===== config.mk =====
export PLATFORM = sky130hd
export DESIGN_NAME = itch_msg_parser
export DESIGN_NICKNAME = d
export VERILOG_FILES = /design/src/rtl/itch_msg_parser.sv
export SDC_FILE = /design/constraint.sdc
export NUM_CORES = 1
export LEC_CHECK = 0
export CAP_MARGIN = 20
export CORE_MARGIN = 2
export CORE_UTILIZATION = 45
export DETAILED_ROUTE_END_ITERATION = 16
export PLACE_DENSITY = 0.67
export SYNTH_ARGS = -nofsm -noshare
export SYNTH_HDL_FRONTEND = slang
export SYNTH_SLANG_ARGS = --single-unit

===== constraint.sdc =====
create_clock -name clkIn -period 3.9 [get_ports clkIn]
set_clock_uncertainty 0.05 [all_clocks]
set_input_delay 0.585 -clock clkIn [delete_from_list [all_inputs] [get_ports clkIn]]
set_output_delay 0.585 -clock clkIn [all_outputs]
set_load 0.005 [all_outputs]

===== src/rtl/itch_msg_parser.sv =====
// Purpose  : byte-serial ITCH 5.0 decoder; skips the MoldUDP64 header, walks length-prefixed
//            message blocks, decodes Add ('A'), Order Executed ('E') and Order Delete ('D').
// Latency  : decoded pulse and fields registered, valid 1 cycle after the final message byte strobe.
// Backpres.: none; every byte strobed by dataValidIn is consumed, idle cycles freeze the walker.
// Ports    : clkIn/rstIn (sync, active-low); dataValidIn/dataIn/dataLastIn byte stream in;
//            add/del/execValidOut pulses with refNumOut, locateOut, priceOut, sharesOut, buySellOut;
//            msgCountOut (decoded messages), errCountOut (truncations, plus length errors).
// Config   : define LEN_CHECK_EN to require exact block lengths (A=36, E=31, D=19); mismatching
//            blocks are skipped and counted as errors. Undefined: any length is decoded.
module itch_msg_parser #(
    parameter int HDR_BYTES = 20,
    parameter int CNT_WIDTH = 32
) (
    input  logic                 clkIn,
    input  logic                 rstIn,
    input  logic                 dataValidIn,
    input  logic [7:0]           dataIn,
    input  logic                 dataLastIn,
    output logic                 addValidOut,
    output logic                 delValidOut,
    output logic                 execValidOut,
    output logic [63:0]          refNumOut,
    output logic [15:0]          locateOut,
    output logic [31:0]          priceOut,
    output logic [31:0]          sharesOut,
    output logic                 buySellOut,
    output logic [CNT_WIDTH-1:0] msgCountOut,
    output logic [CNT_WIDTH-1:0] errCountOut
);

    typedef enum logic [2:0] {S_HDR, S_LEN_HI, S_LEN_LO, S_BODY, S_SKIP} state_t;

    state_t         r_state, w_state_nxt;
    logic [15:0]    r_cnt, w_cnt_nxt;       // header byte count in HDR, message offset in BODY/SKIP
    logic [15:0]    r_len, w_len_nxt;
    logic [7:0]     r_type;

    // staging copies of the fields of the message currently being walked
    logic [63:0]    r_s_ref, w_ref;
    logic [15:0]    r_s_loc, w_loc;
    logic [31:0]    r_s_price, w_price;
    logic [31:0]    r_s_shares, w_shares;
    logic           r_s_bs, w_bs;

    logic [7:0]     w_type;
    logic           w_is_a, w_is_d, w_is_e, w_sup, w_len_ok, w_final;
    logic           w_emit, w_trunc, w_len_err;

    logic           r_add, r_del, r_exec, r_bs;
    logic [63:0]    r_ref;
    logic [15:0]    r_loc;
    logic [31:0]    r_price, r_shares;
    logic [CNT_WIDTH-1:0] r_msg_cnt, r_err_cnt;

    // type byte is live on offset 0, registered afterwards
    assign w_type  = (r_cnt == 16'd0) ? dataIn : r_type;
    assign w_is_a  = (w_type == 8'h41);
    assign w_is_d  = (w_type == 8'h44);
    assign w_is_e  = (w_type == 8'h45);
    assign w_sup   = w_is_a | w_is_d | w_is_e;
    assign w_final = (r_cnt == r_len - 16'd1);

`ifdef LEN_CHECK_EN
    assign w_len_ok = (w_is_a && r_len == 16'd36) || (w_is_e && r_len == 16'd31) ||
                      (w_is_d && r_len == 16'd19);
`else
    assign w_len_ok = 1'b1;
`endif

    assign w_emit    = dataValidIn && (r_state == S_BODY) && w_final && w_sup && w_len_ok;
    // length error is flagged once, on the type byte
    assign w_len_err = dataValidIn && (r_state == S_BODY) && (r_cnt == 16'd0) && w_sup && !w_len_ok;
    // payload ended while a message (or its length prefix) was still open
    assign w_trunc   = dataValidIn && dataLastIn &&
                       ((r_state == S_LEN_HI) ||
                        ((r_state == S_LEN_LO) && ({r_len[15:8], dataIn} != 16'd0)) ||
                        (((r_state == S_BODY) || (r_state == S_SKIP)) && !w_final));

    // Field assembly: each byte lands in its big-endian slot, so bytes never received stay 0.
    always_comb begin
        w_ref    = (r_cnt == 16'd0) ? 64'd0 : r_s_ref;
        w_loc    = (r_cnt == 16'd0) ? 16'd0 : r_s_loc;
        w_price  = (r_cnt == 16'd0) ? 32'd0 : r_s_price;
        w_shares = (r_cnt == 16'd0) ? 32'd0 : r_s_shares;
        w_bs     = (r_cnt == 16'd0) ? 1'b0  : r_s_bs;
        for (int i = 0; i < 2; i++)
            if (r_cnt == 16'(1 + i)) w_loc[15 - 8*i -: 8] = dataIn;
        for (int i = 0; i < 8; i++)
            if (r_cnt == 16'(11 + i)) w_ref[63 - 8*i -: 8] = dataIn;
        if (w_is_a) begin
            if (r_cnt == 16'd19) w_bs = (dataIn == 8'h42);
            for (int i = 0; i < 4; i++) begin
                if (r_cnt == 16'(20 + i)) w_shares[31 - 8*i -: 8] = dataIn;
                if (r_cnt == 16'(32 + i)) w_price[31 - 8*i -: 8]  = dataIn;
            end
        end
        if (w_is_e) begin
            for (int i = 0; i < 4; i++)
                if (r_cnt == 16'(19 + i)) w_shares[31 - 8*i -: 8] = dataIn;
        end
    end

    always_comb begin
        w_state_nxt = r_state;
        w_cnt_nxt   = r_cnt;
        w_len_nxt   = r_len;
        if (dataValidIn) begin
            case (r_state)
                S_HDR: begin
                    if (r_cnt == 16'(HDR_BYTES - 1)) begin
                        w_state_nxt = S_LEN_HI;
                        w_cnt_nxt   = 16'd0;
                    end else begin
                        w_cnt_nxt = r_cnt + 16'd1;
                    end
                end
                S_LEN_HI: begin
                    w_len_nxt   = {dataIn, r_len[7:0]};
                    w_state_nxt = S_LEN_LO;
                end
                S_LEN_LO: begin
                    w_len_nxt   = {r_len[15:8], dataIn};
                    w_cnt_nxt   = 16'd0;
                    w_state_nxt = ({r_len[15:8], dataIn} == 16'd0) ? S_LEN_HI : S_BODY;
                end
                S_BODY, S_SKIP: begin
                    if (w_final) begin
                        w_state_nxt = S_LEN_HI;
                        w_cnt_nxt   = 16'd0;
                    end else begin
                        if ((r_state == S_BODY) && (r_cnt == 16'd0) && !(w_sup && w_len_ok))
                            w_state_nxt = S_SKIP;
                        w_cnt_nxt = r_cnt + 16'd1;
                    end
                end
                default: w_state_nxt = S_HDR;
            endcase
            if (dataLastIn) begin
                w_state_nxt = S_HDR;
                w_cnt_nxt   = 16'd0;
            end
        end
    end

    always_ff @(posedge clkIn) begin
        if (!rstIn) begin
            r_state    <= S_HDR;
            r_cnt      <= 16'd0;
            r_len      <= 16'd0;
            r_type     <= 8'd0;
            r_s_ref    <= 64'd0;
            r_s_loc    <= 16'd0;
            r_s_price  <= 32'd0;
            r_s_shares <= 32'd0;
            r_s_bs     <= 1'b0;
            r_add      <= 1'b0;
            r_del      <= 1'b0;
            r_exec     <= 1'b0;
            r_ref      <= 64'd0;
            r_loc      <= 16'd0;
            r_price    <= 32'd0;
            r_shares   <= 32'd0;
            r_bs       <= 1'b0;
            r_msg_cnt  <= '0;
            r_err_cnt  <= '0;
        end else begin
            r_state <= w_state_nxt;
            r_cnt   <= w_cnt_nxt;
            r_len   <= w_len_nxt;
            r_add   <= w_emit && w_is_a;
            r_del   <= w_emit && w_is_d;
            r_exec  <= w_emit && w_is_e;
            if (dataValidIn && (r_state == S_BODY)) begin
                r_type     <= w_type;
                r_s_ref    <= w_ref;
                r_s_loc    <= w_loc;
                r_s_price  <= w_price;
                r_s_shares <= w_shares;
                r_s_bs     <= w_bs;
            end
            if (w_emit) begin
                r_ref     <= w_ref;
                r_loc     <= w_loc;
                r_price   <= w_is_a ? w_price : 32'd0;
                r_shares  <= w_is_d ? 32'd0 : w_shares;
                r_bs      <= w_is_a && w_bs;
                r_msg_cnt <= r_msg_cnt + CNT_WIDTH'(1);
            end
            if (w_trunc || w_len_err)
                r_err_cnt <= r_err_cnt + CNT_WIDTH'(1);
        end
    end

    assign addValidOut  = r_add;
    assign delValidOut  = r_del;
    assign execValidOut = r_exec;
    assign refNumOut    = r_ref;
    assign locateOut    = r_loc;
    assign priceOut     = r_price;
    assign sharesOut    = r_shares;
    assign buySellOut   = r_bs;
    assign msgCountOut  = r_msg_cnt;
    assign errCountOut  = r_err_cnt;

endmodule


# After elaboration in Yosys (flattened, before gate mapping)
# Index checks and enable logic that the tools add are counted.
[op_classes] n_addsub=4 multipliers=0 div=0 n_lt_le_gt_ge=0 eq_ne=30 n_shift=0 mux=46 n_bitwise=4 n_reduce_logical=28
[op_table] op="$mux 32" count=7
[op_table] op="$mux 8" count=23
[op_table] op="$eq 16x5->1 const B" count=8
[op_table] op="$eq 16x4->1 const B" count=5
[op_table] op="$add 32x1->32 const B" count=2
[op_table] op="$eq 16x6->1 const B" count=4
[op_table] op="$mux 16" count=4
[op_table] op="$mux 64" count=1
[op_table] op="$pmux 16 s3" count=1
[op_table] op="$eq 8x7->1 const B" count=4
[op_table] op="$logic_not 16->1" count=2
[op_table] op="$pmux 16 s2" count=1
[op_table] op="$add 16x1->16 const B" count=1
[op_table] op="$eq 16x1->1 const B" count=1
[op_table] op="$eq 16x16->1" count=1
[op_table] op="$eq 16x2->1 const B" count=1
[op_table] op="$reduce_bool 16->1" count=1
[op_table] op="$sub 16x1->16 const B" count=1
[op_table] op="$logic_and 1x1->1" count=13
[op_table] op="$mux 3" count=4
[op_table] op="$pmux 3 s4" count=1
[op_table] op="$reduce_and 3->1" count=3
[op_table] op="$eq 3x2->1 const B" count=2
[op_table] op="$ne 4x4->1 const B" count=1
[op_table] op="13 further kinds" count=20
[word_totals] register_bits=400 latch_bits=0 ramBits=0 romBits=0 in_bits=12 output_inout_bits=212 elab_cells=132 memories=0

# Longest topological paths before layout
# Gate-level depths: netlist of the first run.
[logic_depth] ltp_word=11 depth_mapped=16 mapped_depth_nobuf=11

# Worst setup path before layout of the first run
# OpenSTA, ideal clock, no wires.
[synth_timing] path_type="flip-flop to flip-flop" startpoint="register r_len[0]" endpoint="register r_err_cnt[13] (netlist: errCountOut[13])" setup_ns=0.128 arrival_time_ns=3.061 t_required_ns=3.722 setup_slack_ns=0.662 stages_incl_launch_ff=15 path_buffers=3 period_less_slack_ns=3.238 cell_sequence="dfxtp_1 clkbuf_1 inv_1 ha_1 buf_2 nor3b_1 nand3_2 a22o_1 nor4_1 nand4b_1 o31ai_2 buf_2 nor3_1 xnor2_1 nor2_1"
[synth_via] elab_chain_len=6
[synth_lines] item="from (decl)" line_no="35" source="logic [15:0] r_len, w_len_nxt;"
[synth_lines] item="from (signal assigned)" line_no="169" source="r_len <= w_len_nxt;"
[synth_lines] item="$sub 16x1->16" line_no="61" source="assign w_final = (r_cnt == r_len - 16'd1);"
[synth_lines] item="$eq 16x16->1" line_no="61"
[synth_lines] item="$logic_not 1->1" line_no="77" source="(((r_state == S_BODY) || (r_state == S_SKIP)) && !w_final));"
[synth_lines] item="$logic_and 1x1->1" line_no="77"
[synth_lines] item="$logic_or 1x1->1" line_no="76" source="((r_state == S_LEN_LO) && ({r_len[15:8], dataIn} != 16'd0)) ||"
[synth_lines] item="$logic_and 1x1->1" line_no="74" source="assign w_trunc = dataValidIn && dataLastIn &&"
[synth_lines] item="to (signal assigned)" line_no="190" source="r_err_cnt <= r_err_cnt + CNT_WIDTH'(1);"
[synth_lines] item="to (decl)" line_no="53" source="logic [CNT_WIDTH-1:0] r_msg_cnt, r_err_cnt;"
# Every way passes these cells.
# A chain may end at the register's enable or synchronous reset.

# Worst setup path in the final report of the first run
[layout_timing] startpoint="register r_len[0]" endpoint="register r_ref[47] (netlist: refNumOut[47])"
[layout_via] elab_chain_len=4
[layout_lines] item="$sub 16x1->16" line_no="61"
[layout_lines] item="$eq 16x16->1" line_no="61"
[layout_lines] item="$logic_and 1x1->1 (2 in a row)" line_no="70" source="assign w_emit = dataValidIn && (r_state == S_BODY) && w_final && w_sup && w_len_ok;"
[layout_lines] item="to (signal assigned)" line_no="182" source="r_ref <= w_ref;"
[layout_lines] item="to (decl)" line_no="50" source="logic [63:0] r_ref;"
# Every way passes these cells.

==> results of run 1 <==
==> synthesized netlist by cell type (3+ instances only) <==
cell | number | area [µm²]
o21ai_1 | 26 | 130
nand2_1 | 221 | 830
a31oi_1 | 17 | 106
o22ai_1 | 3 | 18.8
mux2i_1 | 31 | 310
dfxtp_1 | 400 | 8010
nand2b_1 | 11 | 68.8
nand3b_1 | 7 | 52.6
and3_1 | 97 | 607
nor4_1 | 19 | 119
ha_1 | 7 | 87.6
o21ai_0 | 68 | 340
nor3b_1 | 8 | 60.1
nor4_2 | 4 | 50.1
buf_2 | 41 | 205
a32o_1 | 25 | 250
and2_1 | 12 | 75.1
nand3_1 | 61 | 305
nor2b_1 | 4 | 25.0
xnor2_1 | 43 | 377
xor2_1 | 23 | 201
a22o_1 | 12 | 105
a21oi_1 | 138 | 691
a211oi_1 | 80 | 601
nand4b_1 | 4 | 35.0
a32oi_1 | 25 | 219
and4_1 | 9 | 78.8
clkbuf_1 | 129 | 484
or3_1 | 12 | 75.1
buf_1 | 5 | 18.8
inv_1 | 16 | 60.1
nand3_2 | 3 | 30.0
o21ai_2 | 4 | 35.0
nor3_1 | 26 | 130
nand4_1 | 19 | 119
a22oi_1 | 119 | 893
or3b_1 | 3 | 26.3
nor2_1 | 361 | 1360
==> power groups by stage <==
stage	logic (mW)	registers [mW]	clock network, mW
2_1_floorplan	0.202	4.18	0
3_3_place_gp	0.312	4.19	0
3_5_place_dp	0.315	4.19	0
4_1_cts	0.315	4.10	4.17
5_1_grt	0.341	4.10	4.33
6_report	0.320	4.10	4.10
==> final cells by class <==
| cell class | count | share of cell area (%) |
|---|---|---|
| Multi-Input combinational cell | 1535 | 40.6 |
| Antenna cell | 1 | 0.0116 |
| Sequential cell | 400 | 37.1 |
| Clock inverter | 7 | 0.423 |
| Clock buffer | 68 | 6.16 |
| Tap cell | 518 | 3.00 |
| Inverter | 17 | 0.330 |
| Timing Repair Buffer | 278 | 12.4 |
==> worst paths after layout <==
check                                    end  cells after the start  slack [ps]
setup / recovery  refNumOut[47]$_SDFFE_PN0P_                     11         310
hold / removal      priceOut[3]$_SDFFE_PN0P_                      2         410
setup reg to reg  refNumOut[47]$_SDFFE_PN0P_                     11         310
hold reg to reg     priceOut[3]$_SDFFE_PN0P_                      2         410
==> metal layers <==
layer	GRT usage [%]	wire, µm
met1	33.0	23200
met5	0	0
met3	5.64	3590
met2	40.2	24200
met4	7.90	1340
==> sequential cells by signal, summed over array words and instances (netlist names) <==
register and cells:
addValidOut 1, buySellOut 1, delValidOut 1, errCountOut 32
execValidOut 1, locateOut 16, msgCountOut 32, priceOut 32
r_cnt 16, r_len 16, r_s_bs 1, r_s_loc 16
r_s_price 32, r_s_ref 64, r_s_shares 32, r_state 3
r_type 8, refNumOut 64, sharesOut 32
==> cells in the final DEF, fill, tap and decap left out, drive strengths merged, types with 4 or more instances in the layout <==
master / n
dfxtp: 400
buf: 63
nor3: 28
nor4: 24
nand2b: 11
nand4b: 4
and2: 12
and4: 9
nor2b: 4
nand3b: 7
a32o: 25
clkbuf: 68
a211oi: 81
mux2i: 31
xnor2: 43
o21ai: 98
xor2: 23
or3: 12
a31oi: 17
nor2: 363
or3b: 5
a22oi: 119
a32oi: 25
clkdlybuf4s50: 215
and3: 97
nor3b: 8
inv: 18
nand3: 64
a21oi: 138
nand2: 222
ha: 7
nand4: 19
a22o: 12
==> kinds of logic (layout without fill, tap and decap cells) <==
logic type	after synthesis	count (layout)	synth area share [%]
AND/OR/NAND/NOR	895	895	23.8
XOR/XNOR	66	66	3.30
AO/OA/AOI/OAI	536	536	20.4
other	0	1	0
buffers and inverters	196	370	4.58
flip-flops	400	400	45.6
multiplexers	31	31	1.77
adder cells (fa/ha/maj)	7	7	0.499
==> worst max-delay path: stages (launching register included) <==
cell and delay [ps]:
dfxtp_1 460, inv_1 70, ha_1 310, o21bai_1 210
a211oi_1 280, a211oi_1 80, o21ai_0 290, or3b_1 570
nor3_4 350, buf_12 340, nor2_1 90, a211oi_1 240
==> run metrics, run 1 <==
Synth async-reset ratio 0%; hold_buf cts 0; row count 72; WHS 405 ps; drt pass-1 iters 6; Post-Route Utilization 56.0%; ys flop type dfxtp_1; CTS tree yes; fin cells 2824; Port Buf Inserts 223; Die Y-Extent 201 µm; Max Freq 0.278 GHz; Tcrit/Tclk final 92.1%; flip-flop and latch count after synthesis 400; reg-to-reg startpoint r_len[0]$_SDFFE_PN0P_; CP max FO 115; Final TNS setup 0 ps; Slew headroom 28.4%; cts repair resizes 0; Final WS setup 309 ps; drc violations 0; status complete, no violations; Worst EP required 4310 ps; Worst-Margin Slew 1070 ps; Clock power frac 48.1%; Routed Antenna Nets 0; Tmin final 3590 ps; Syn Nets 2150; crit start category flip-flop; vias in the first global route 14990; Peak VDD IR 292 µV; full die area 40600 µm²; synth warn 0; Initial DRC Count 1142; via count 16204; Synth Cell Area 17500 µm²; Cells after Synth 2131; leakage 7.59 nW; placed cell areas 20200 µm²; Critical Setup Path Class reg2reg; Place WS 220 ps; share of layout cells above drive strength 1 6.98%; CTS buffer count 42; H-tree levels 2; gpl congestion 0.867; final net count 2293; Post-synth EDFFs 0; clk slew on worst S/H paths 60 ps; WP data arrival 4000 ps; Net Sw Frac 22.4%; Initial Util 45.5%; core area 38600 µm²; wirelength, routed 52.3 mm; area occupied by registers 8010 µm²; register area share after synthesis 45.6%; footprint of the multi-input gates 8760 µm²; grt total ovfl 0; Clk Latency, worst-skew pair 560 ps; Sink Count 400; DR vias/cell 5.74; clock root buffer master clkbuf_16; largest net degree at the start of global routing 151; Syn Area/Cell 8.23 µm²; Die W 201 µm; Avg WL per Cell 18.5 µm; Critical Path End Type flip-flop; IO Count 224; cell-internal power 6.61 mW; Area growth syn-to-layout 23.1%; dpl cells 2748; Yosys cell types 68; PnR Total Power 8.52 mW; design area 21600 µm²; Clock Tree Buf Depth 3; hold crit path type reg2reg; DP HPWL 33.7 mm; RSZ-0062 raised after global routing false; Final Max Tran Viols 0; Layout fillers 3545; max-cap viol count 0; crit path launch r_len[0]$_SDFFE_PN0P_; Post-CTS Repair Setup Buffers 0; GRT Resource Usage Total 24.9%; Gate power share 3.8%; Power Density 394 nW/µm²; Reg power frac 48.1%; first-pass GRT wire length 82.4 mm; Fin. Hold Viols 0; Psw 1.91 mW; hold path startpoint priceOut[3]$_SDFFE_PN0P_; initial antenna violation count 0; Setup Viol. Count Final 0
No activity file was read; power rests on OpenSTA's default activity.
==> run 2: changes to the inputs <==
Settings changed: CORE_MARGIN 2 to 4.
==> run metrics, run 2 (synthesis gave the netlist of run 1 again) <==
status complete, no violations; Clock Tree Buf Depth 3; IO Count 224; RSZ-0062 raised after global routing false; grt total ovfl 0; crit start category flip-flop; Clk Latency, worst-skew pair 560 ps; Tcrit/Tclk final 93.4%; via count 16188; Setup Viol. Count Final 0; clock root buffer master clkbuf_16; initial antenna violation count 1; Initial Util 45.5%; leakage 7.60 nW; Sink Count 400; Area growth syn-to-layout 23.0%; Critical Path End Type flip-flop; first-pass GRT wire length 83.1 mm; Slew headroom 28.0%; critical path, cell by cell inv_1 -> ha_1 -> o21bai_1 -> a211oi_1 -> a211oi_1 -> o21ai_0 -> or3b_1 -> buf_4 -> nor3_2 -> buf_4 -> and3_1 -> nand4_1 -> mux2i_1; gpl congestion 0.848; CP max FO 9; final net count 2299; Fin. Hold Viols 0; DR vias/cell 5.73; GRT Resource Usage Total 24.1%; Power Density 391 nW/µm²; Layout fillers 3598; hold crit path type reg2reg; WP data arrival 4040 ps; number of diodes 0; core area 38600 µm²; max-cap viol count 0; clk slew on worst S/H paths 60 ps; CP max stage delay 490 ps; CTS tree yes; H-tree levels 2; CP max-delay cell dfxtp_1; full die area 42200 µm²; largest net degree at the start of global routing 111; drc violations 0; commonest cells after routing, fill and taps aside dfxtp_1, nor2_1, nand2_1, clkdlybuf4s50_1, a21oi_1; Die Y-Extent 205 µm; hold_buf cts 0; drt pass-1 iters 5; CTS buffer count 43; row count 72; design area 21600 µm²; placed cell areas 20200 µm²; Post-CTS Repair Setup Buffers 0; wirelength, routed 53.1 mm; Port Buf Inserts 223; Critical Setup Path Class reg2reg; Initial DRC Count 1327; Max Freq 0.275 GHz; Die W 205 µm; Final TNS setup 0 ps; vias in the first global route 14953; Final Max Tran Viols 0; DP HPWL 34.6 mm; commonest non-fill, non-tap cell in the layout dfxtp_1; Worst EP required 4300 ps; Worst-Margin Slew 1080 ps; Avg WL per Cell 18.8 µm; share of layout cells above drive strength 1 7.02%; Routed Antenna Nets 0; Peak VDD IR 249 µV; Tmin final 3640 ps
run 2: changes by cell type in the layout (fill, tap and decap cells not counted), moves of 2 or more:
cell,change
clkbuf_8,-7
clkbuf_1,+2
buf_4,+5
clkinv_2,+2
run 2: final cells by class:
cell class                      instances  area, µm²  area share, %
Tap cell                              518        648           3.00
Clock inverter                         11        139          0.643
Inverter                               17       71.3          0.330
Sequential cell                       400       8010           37.1
Clock buffer                           63       1240           5.75
Multi-Input combinational cell       1536       8780           40.7
Timing Repair Buffer                  282       2700           12.5
run 2: per-stage QoR:
stage | hold slack [ps] | utilization [%] | power (mW) | instances | setup WS [ps]
detailed placement | 393 | 52.4 | 4.50 | 2752 | 184
global placement | 386 | 52.4 | 4.50 | 2752 | 304
CTS | 399 | 55.9 | 8.51 | 2826 | 131
global route | 411 | 56.0 | 8.72 | 2827 | 14.1
finish | 399 | 56.0 | 8.45 | 2827 | 257
floorplan | 377 | - | 4.39 | 2131 | 662
run 2: worst paths after layout:
| check | from | endpoint | slack (ps) | cells past startpoint |
|---|---|---|---|---|
| setup / recovery | r_len[0]$_SDFFE_PN0P_ | msgCountOut[20]$_SDFFE_PN0P_ | 260 | 13 |
| hold / removal | r_s_shares[22]$_SDFFE_PN0P_ | sharesOut[22]$_SDFFE_PN0P_ | 400 | 2 |
| setup reg to reg | r_len[0]$_SDFFE_PN0P_ | msgCountOut[20]$_SDFFE_PN0P_ | 260 | 13 |
| hold reg to reg | r_s_shares[22]$_SDFFE_PN0P_ | sharesOut[22]$_SDFFE_PN0P_ | 400 | 2 |
run 2: worst max-delay path: cells and delay by family (launching register included):
family	cells	cell delay [ps]
AOI/OAI and AO/OA	4	800
adders and majority gates	1	310
muxes	1	150
buffers and inverters	3	480
and+or+nand+nor	4	1250
DFF	1	490
run 2: report_power, final:
part | internal [mW] | switching (mW)
Combinational | 0.0635 | 0.258
Sequential | 4.09 | 0.00856
Clock | 2.40 | 1.63
run 2: timing repair:
| item | CTS | global route |
|---|---|---|
| resized for setup | 0 | 2 |
| endpoints found under the hold margin | 0 | 0 |
| endpoints found under the setup margin | 0 | 72 |
run 2: per-layer routing:
layer,vias to the layer above,GRT usage [%],part of all wire (%)
met5,-,0,0.023
met4,2,7.03,2.5
met3,85,4.95,6.7
met2,490,38.8,46
met1,7725,32.9,45
li1,7886,-,-
==> patch 1 (config.mk and constraints of run 2) <==
`CNT_WIDTH`: 32 -> 28.
--- a/src/rtl/itch_msg_parser.sv
+++ b/src/rtl/itch_msg_parser.sv
@@ -11,3 +11,3 @@
     parameter int HDR_BYTES = 20,
-    parameter int CNT_WIDTH = 32
+    parameter int CNT_WIDTH = 28
 ) (
Interface: changed (resized errCountOut and msgCountOut); port bits go from 224 to 216. No check against the original RTL was run, so the function may have changed too.
==> patch 1 against run 2 <==
  * Sequential cell count down 8
  * Via count up 3.1%
  * Largest cell class unchanged
  * Setup slack better by 9.7 ps
  * Worst hold slack worse by 4.5 ps
  * Non-clock buffer count down 20
  * Total power up 2.4%
  * Clock power up 6.7%
  * Critical path depth down 5
  * First-iteration DRC count down 9.0%
  * Largest power group is now the clock network
  * Synthesized area up 0.93%
  * Design area up 0.10%
  * Combinational power up 6%
  * Wire length down 0.61%
==> patch 1: results (changes against run 2) <==
* Hold Path Class: register to register
* Routed vias at 16694 (+3.1%)
* Worst-path clk slew at 60 ps (about the same)
* Outcome: finished, final reports clean
* Commonest cells in the netlist: nand2_1, dfxtp_1, nor2_1
* Largest net degree at the start of global routing at 143 (+29%)
* Most used DFF post-synth: dfxtp_1
* Maximum vdd ir drop at 258 µV (+3.5%)
* Initial antenna violation count at 0 (-1)
* Met3 WL at 3.33 mm (-5.8%)
* Later-pin clock latency in the skew report at 560 ps (about the same)
* Pre-CTS setup slack at 176 ps (-8.23 ps)
* CTS root buf: clkbuf_16
* Post-Route WL at 52.7 mm (-0.61%)
* Gp weighted congestion at 0.813 (-4.2%)
* Bufs on Longest Clock Path at 3 (unchanged)
* Max layer used: met4
* First-pass GRT wire length at 83.5 mm (+0.52%)
* # port buffers at 215 (-3.6%)
* Dpl hpwl at 33.6 mm (-2.9%)
* Lkg Pwr at 7.69 nW (+1.2%)
* Crit-path max FO at 8 (-1)
* Vias in the first global route at 15723 (+5.1%)
* N_diodes at 0 (unchanged)
* Met2 Wirelength at 24.0 mm (-1.8%)
* Pre-antenna DRT Iters at 8 (+3)
* GRT Total Usage at 0.240 (-0.000784)
* Via-per-instance ratio at 5.74 (+0.32%)
* Share of layout cells above drive strength 1 at 0.0666 (-0.00358)
* Worst Path Arrival at 4090 ps (+50 ps)
* Final net count at 2376 (+3.3%)
* DR iter-0 viols at 1208 (-9.0%)
* Sw frac at 0.223 (-0.00138)
* Htree depth at 2 (unchanged)
* Reg2Reg Depth at 8 (-5)
* Hold Crit Depth at 1 (-1)
* Fraction of registers with async set/reset at 0 (unchanged)
* Filler instances at 3585 (-0.36%)
* Synth top area cells: dfxtp_1, nand2_1, a22oi_1
* Count of cell types in the netlist at 77 (+13%)
* Net count after synthesis at 2262 (+5.2%)
* Max-slew headroom at 0.429 (+0.150)
* Cts bufs inserted at 42 (-2.3%)
* Met1 wire length at 24.0 mm (+0.89%)
* Final Worst Setup Slack at 267 ps (+9.67 ps)
* Placed insts at 2828 (+2.8%)
* Post-synthesis sequential area ratio at 0.443 (-0.0133)
* Syn Area/Cell at 7.89 µm² (-4.1%)
* Area post-placement at 20100 µm² (-0.53%)
==> patch 1: cell count changes after synthesis, sizes merged, moves of 24 or more <==
cell and change:
and3 -36, a21o +25, a211oi -73, a21oi +27, a22oi +24, nor2 -117, clkbuf +24, nand2 +225
nand2b +24
==> patch 1: power by group through the flow <==
stage	Clock, W	Combinational, W	Sequential, W
detailed placement	0	0.000333	0.00410
CTS	0.00437	0.000334	0.00401
global placement	0	0.000331	0.00410
floorplan	0	0.000226	0.00410
finish	0.00429	0.000340	0.00402
global route	0.00453	0.000364	0.00401
==> patch 1: critical path, stage by stage (launching register included) <==
cell and delay, ps:
dfxtp_1 370, or3_1 560, o311ai_1 420, o211ai_1 190, a2111oi_2 660, o2111a_1 390
nand3_1 230, nor3_2 510, a21o_1 210
==> patch 1: what timing repair did <==
action	in CTS	in global routing
gates resized for setup	0	1
buffers inserted	0	3
setup endpoints to repair	0	12
endpoints found under the hold margin	0	0
==> patch 1: logic make-up (layout without fill, tap and decap cells) <==
family          after synthesis  in the layout  share of synthesized area
xor+xnor                     38             38                     0.0188
fa+ha+maj                     7              7                    0.00495
compound gates              550            550                      0.201
mux                          38             38                     0.0216
simple gates               1007           1007                      0.262
buf+inv                     211            356                     0.0485
flops                       392            392                      0.443
==> patch 1: final cells by class <==
cell class | count | area [µm²] | share of cell area
clock inverter | 21 | 318 | 0.0147
clock buffer | 54 | 1170 | 0.0540
timing repair buffer | 262 | 2510 | 0.116
multi-input combinational | 1640 | 9040 | 0.418
tap | 518 | 648 | 0.0300
sequential | 392 | 7850 | 0.363
inverter | 19 | 78.8 | 0.00365
==> patch 1: worst paths after layout <==
kind                  start       endpoint
max                r_len[2]  sharesOut[10]
min          r_s_shares[22]  sharesOut[22]
max reg2reg        r_len[2]  sharesOut[10]
min reg2reg  r_s_shares[22]  sharesOut[22]
==> patch 1: routing by layer <==
layer / GRT usage / up-vias
met1: 0.335 / 7956
li1: - / 8048
met2: 0.381 / 581
met5: 0 / -
met4: 0.0817 / 0
met3: 0.0370 / 109
==> patch 1: metrics by stage <==
stage	utilization	total power (W)	hold WS (ps)
floorplan	-	0.00433	376
global placement	0.518	0.00444	383
detailed placement	0.518	0.00444	390
CTS	0.557	0.00872	398
global route	0.558	0.00891	415
finish	0.558	0.00865	394
==> patch 2 (config.mk and constraints of run 2) <==
Without the edit above. Remove the register `r_del`: a continuous assignment takes its place, so the output `delValidOut` follows one clock earlier.
--- a/src/rtl/itch_msg_parser.sv
+++ b/src/rtl/itch_msg_parser.sv
@@ -156,3 +156,2 @@
             r_add      <= 1'b0;
-            r_del      <= 1'b0;
             r_exec     <= 1'b0;
@@ -170,3 +169,2 @@
             r_add   <= w_emit && w_is_a;
-            r_del   <= w_emit && w_is_d;
             r_exec  <= w_emit && w_is_e;
@@ -192,2 +190,4 @@
     end
+
+    assign r_del = w_emit && w_is_d;
 
Behaviour: same outputs for any inputs over 10 cycles, from zero or initial values and one cycle with rstIn low; that may be too few to reach the edited logic, so the function may still have changed.
==> patch 2 against run 2 <==
  * Setup slack got worse by 170 ps
  * Global-route usage up 0.42 points
  * Maximum frequency shrank 4.3%
  * Count of clock-buffer cells in the layout is 4 higher
  * Synthesized area is 5.5% higher
  * First-iteration DRC count rose by 15%
  * Sequential share of layout area decreased by 2.1 points
  * Die area is 5.3% higher
  * Register-to-register slack better by 50 ps
  * Total power increased by 6.1%
  * Sequential cell count down 1
  * Wire length grew 7.5%
  * Design area is 5.7% higher
  * Largest power group is now the clock network
==> patch 2: results (changes against run 2) <==
* WL/cell at 18.6 µm (-0.74%)
* Final net count at 2516 (+9.4%)
* Lkg Pwr at 7.73 nW (+1.6%)
* Sw frac at 0.241 (+0.0162)
* Dpl hpwl at 37.1 mm (+7.3%)
* DR iter-0 viols at 1522 (+15%)
* GR Util met2 at 0.386 (-0.00169)
* Placed insts at 2981 (+8.3%)
* Post-synthesis sequential area ratio at 0.432 (-0.0249)
* Routed vias at 17871 (+10%)
* Share of layout cells above drive strength 1 at 0.0747 (+0.00457)
* Synth top area cells: dfxtp_1, nand2_1, a22oi_1
* Area post-placement at 21200 µm² (+5.1%)
* Vias in the first global route at 16546 (+11%)
* Outcome: finished, final reports clean
* Post-Route WL at 57.0 mm (+7.5%)
* Met1 wire length at 26.3 mm (+11%)
* Maximum vdd ir drop at 276 µV (+11%)
* Clk pwr share at 0.485 (+0.008)
* Xor-xnor portion of the synthesized cell area at 0.00994 (-0.0230)
* Count of cell types in the netlist at 70 (+2.9%)
* Multiplexer share of the synthesized area at 0.0370 (+0.0194)
* GR Layer Usage met1 at 0.350 (+0.0214)
* Max layer used: met4
* Pre-CTS setup slack at 114 ps (-70.1 ps)
* Worst path slowest cell: or4_4
* Combinational share of power at 0.059 (+0.021)
* Pre-antenna DRT Iters at 6 (+1)
* GR peak layer: met2
* Initial antenna violation count at 0 (-1)
* Met3 Use GR at 0.0386 (-0.0109)
* GRT Total Usage at 0.245 (+0.00424)
* Cts bufs inserted at 45 (+4.7%)
* Worst Path Arrival at 3170 ps (-870 ps)
* Largest net degree at the start of global routing at 110 (-0.90%)
* Syn Area/Cell at 7.82 µm² (-5.0%)
* Adder-cell share of the synthesized area at 0.00473 (-0.000261)
* Net count after synthesis at 2387 (+11%)
* Post-synthesis compound-gate area fraction at 0.212 (+0.00745)
* Sw Pwr at 0.00216 W (+14%)
* # port buffers at 223 (unchanged)
* Gp weighted congestion at 0.920 (+8.5%)
* Met2 Wirelength at 25.9 mm (+6.1%)
* Later-pin clock latency in the skew report at 580 ps (+20 ps)
* Commonest cells in the netlist: nand2_1, dfxtp_1, nor2_1
* Fraction of registers with async set/reset at 0 (unchanged)
* CP max stage delay at 540 ps (+50 ps)
* First-pass GRT wire length at 90.5 mm (+8.9%)
* Met3 WL at 3.53 mm (-0.17%)
* Max-slew headroom at 0.352 (+0.0722)
* Worst-path clk slew at 60 ps (about the same)
* Crit-path max FO at 7 (-2)
[patch 2: final cells by class]
cell class / instances / area, µm²
clock inverters: 12 / 189
clock buffers: 67 / 1320
inverters: 16 / 67.6
well taps: 532 / 666
multi-input cells: 1745 / 9770
repair buffers: 290 / 2810
flip-flops and latches: 399 / 7990
fillers: 3793 / 17900
[patch 2: path summary, 6_finish.rpt]
path / cells after the start / endpoint / slack, ps / startpoint
worst max register to register: 10 / sharesOut[22] / 310 / r_len[8]
worst max-delay path: 7 / delValidOut / 90 / r_len[4]
worst min register to register: 2 / refNumOut[37] / 400 / refNumOut[37]
worst min-delay path: 2 / refNumOut[37] / 400 / refNumOut[37]
[patch 2: logic make-up after synthesis]
logic type,Yosys count
AO/OA/AOI/OAI,604
adder cells (fa/ha/maj),7
AND/OR/NAND/NOR,1045
XOR/XNOR,21
multiplexers,68
flip-flops,399
buffers and inverters,224
[patch 2: timing repair]
action,CTS,global route
gates resized for setup,5,13
setup endpoints to repair,1,33
pin swaps,1,2
setup buffers,0,0
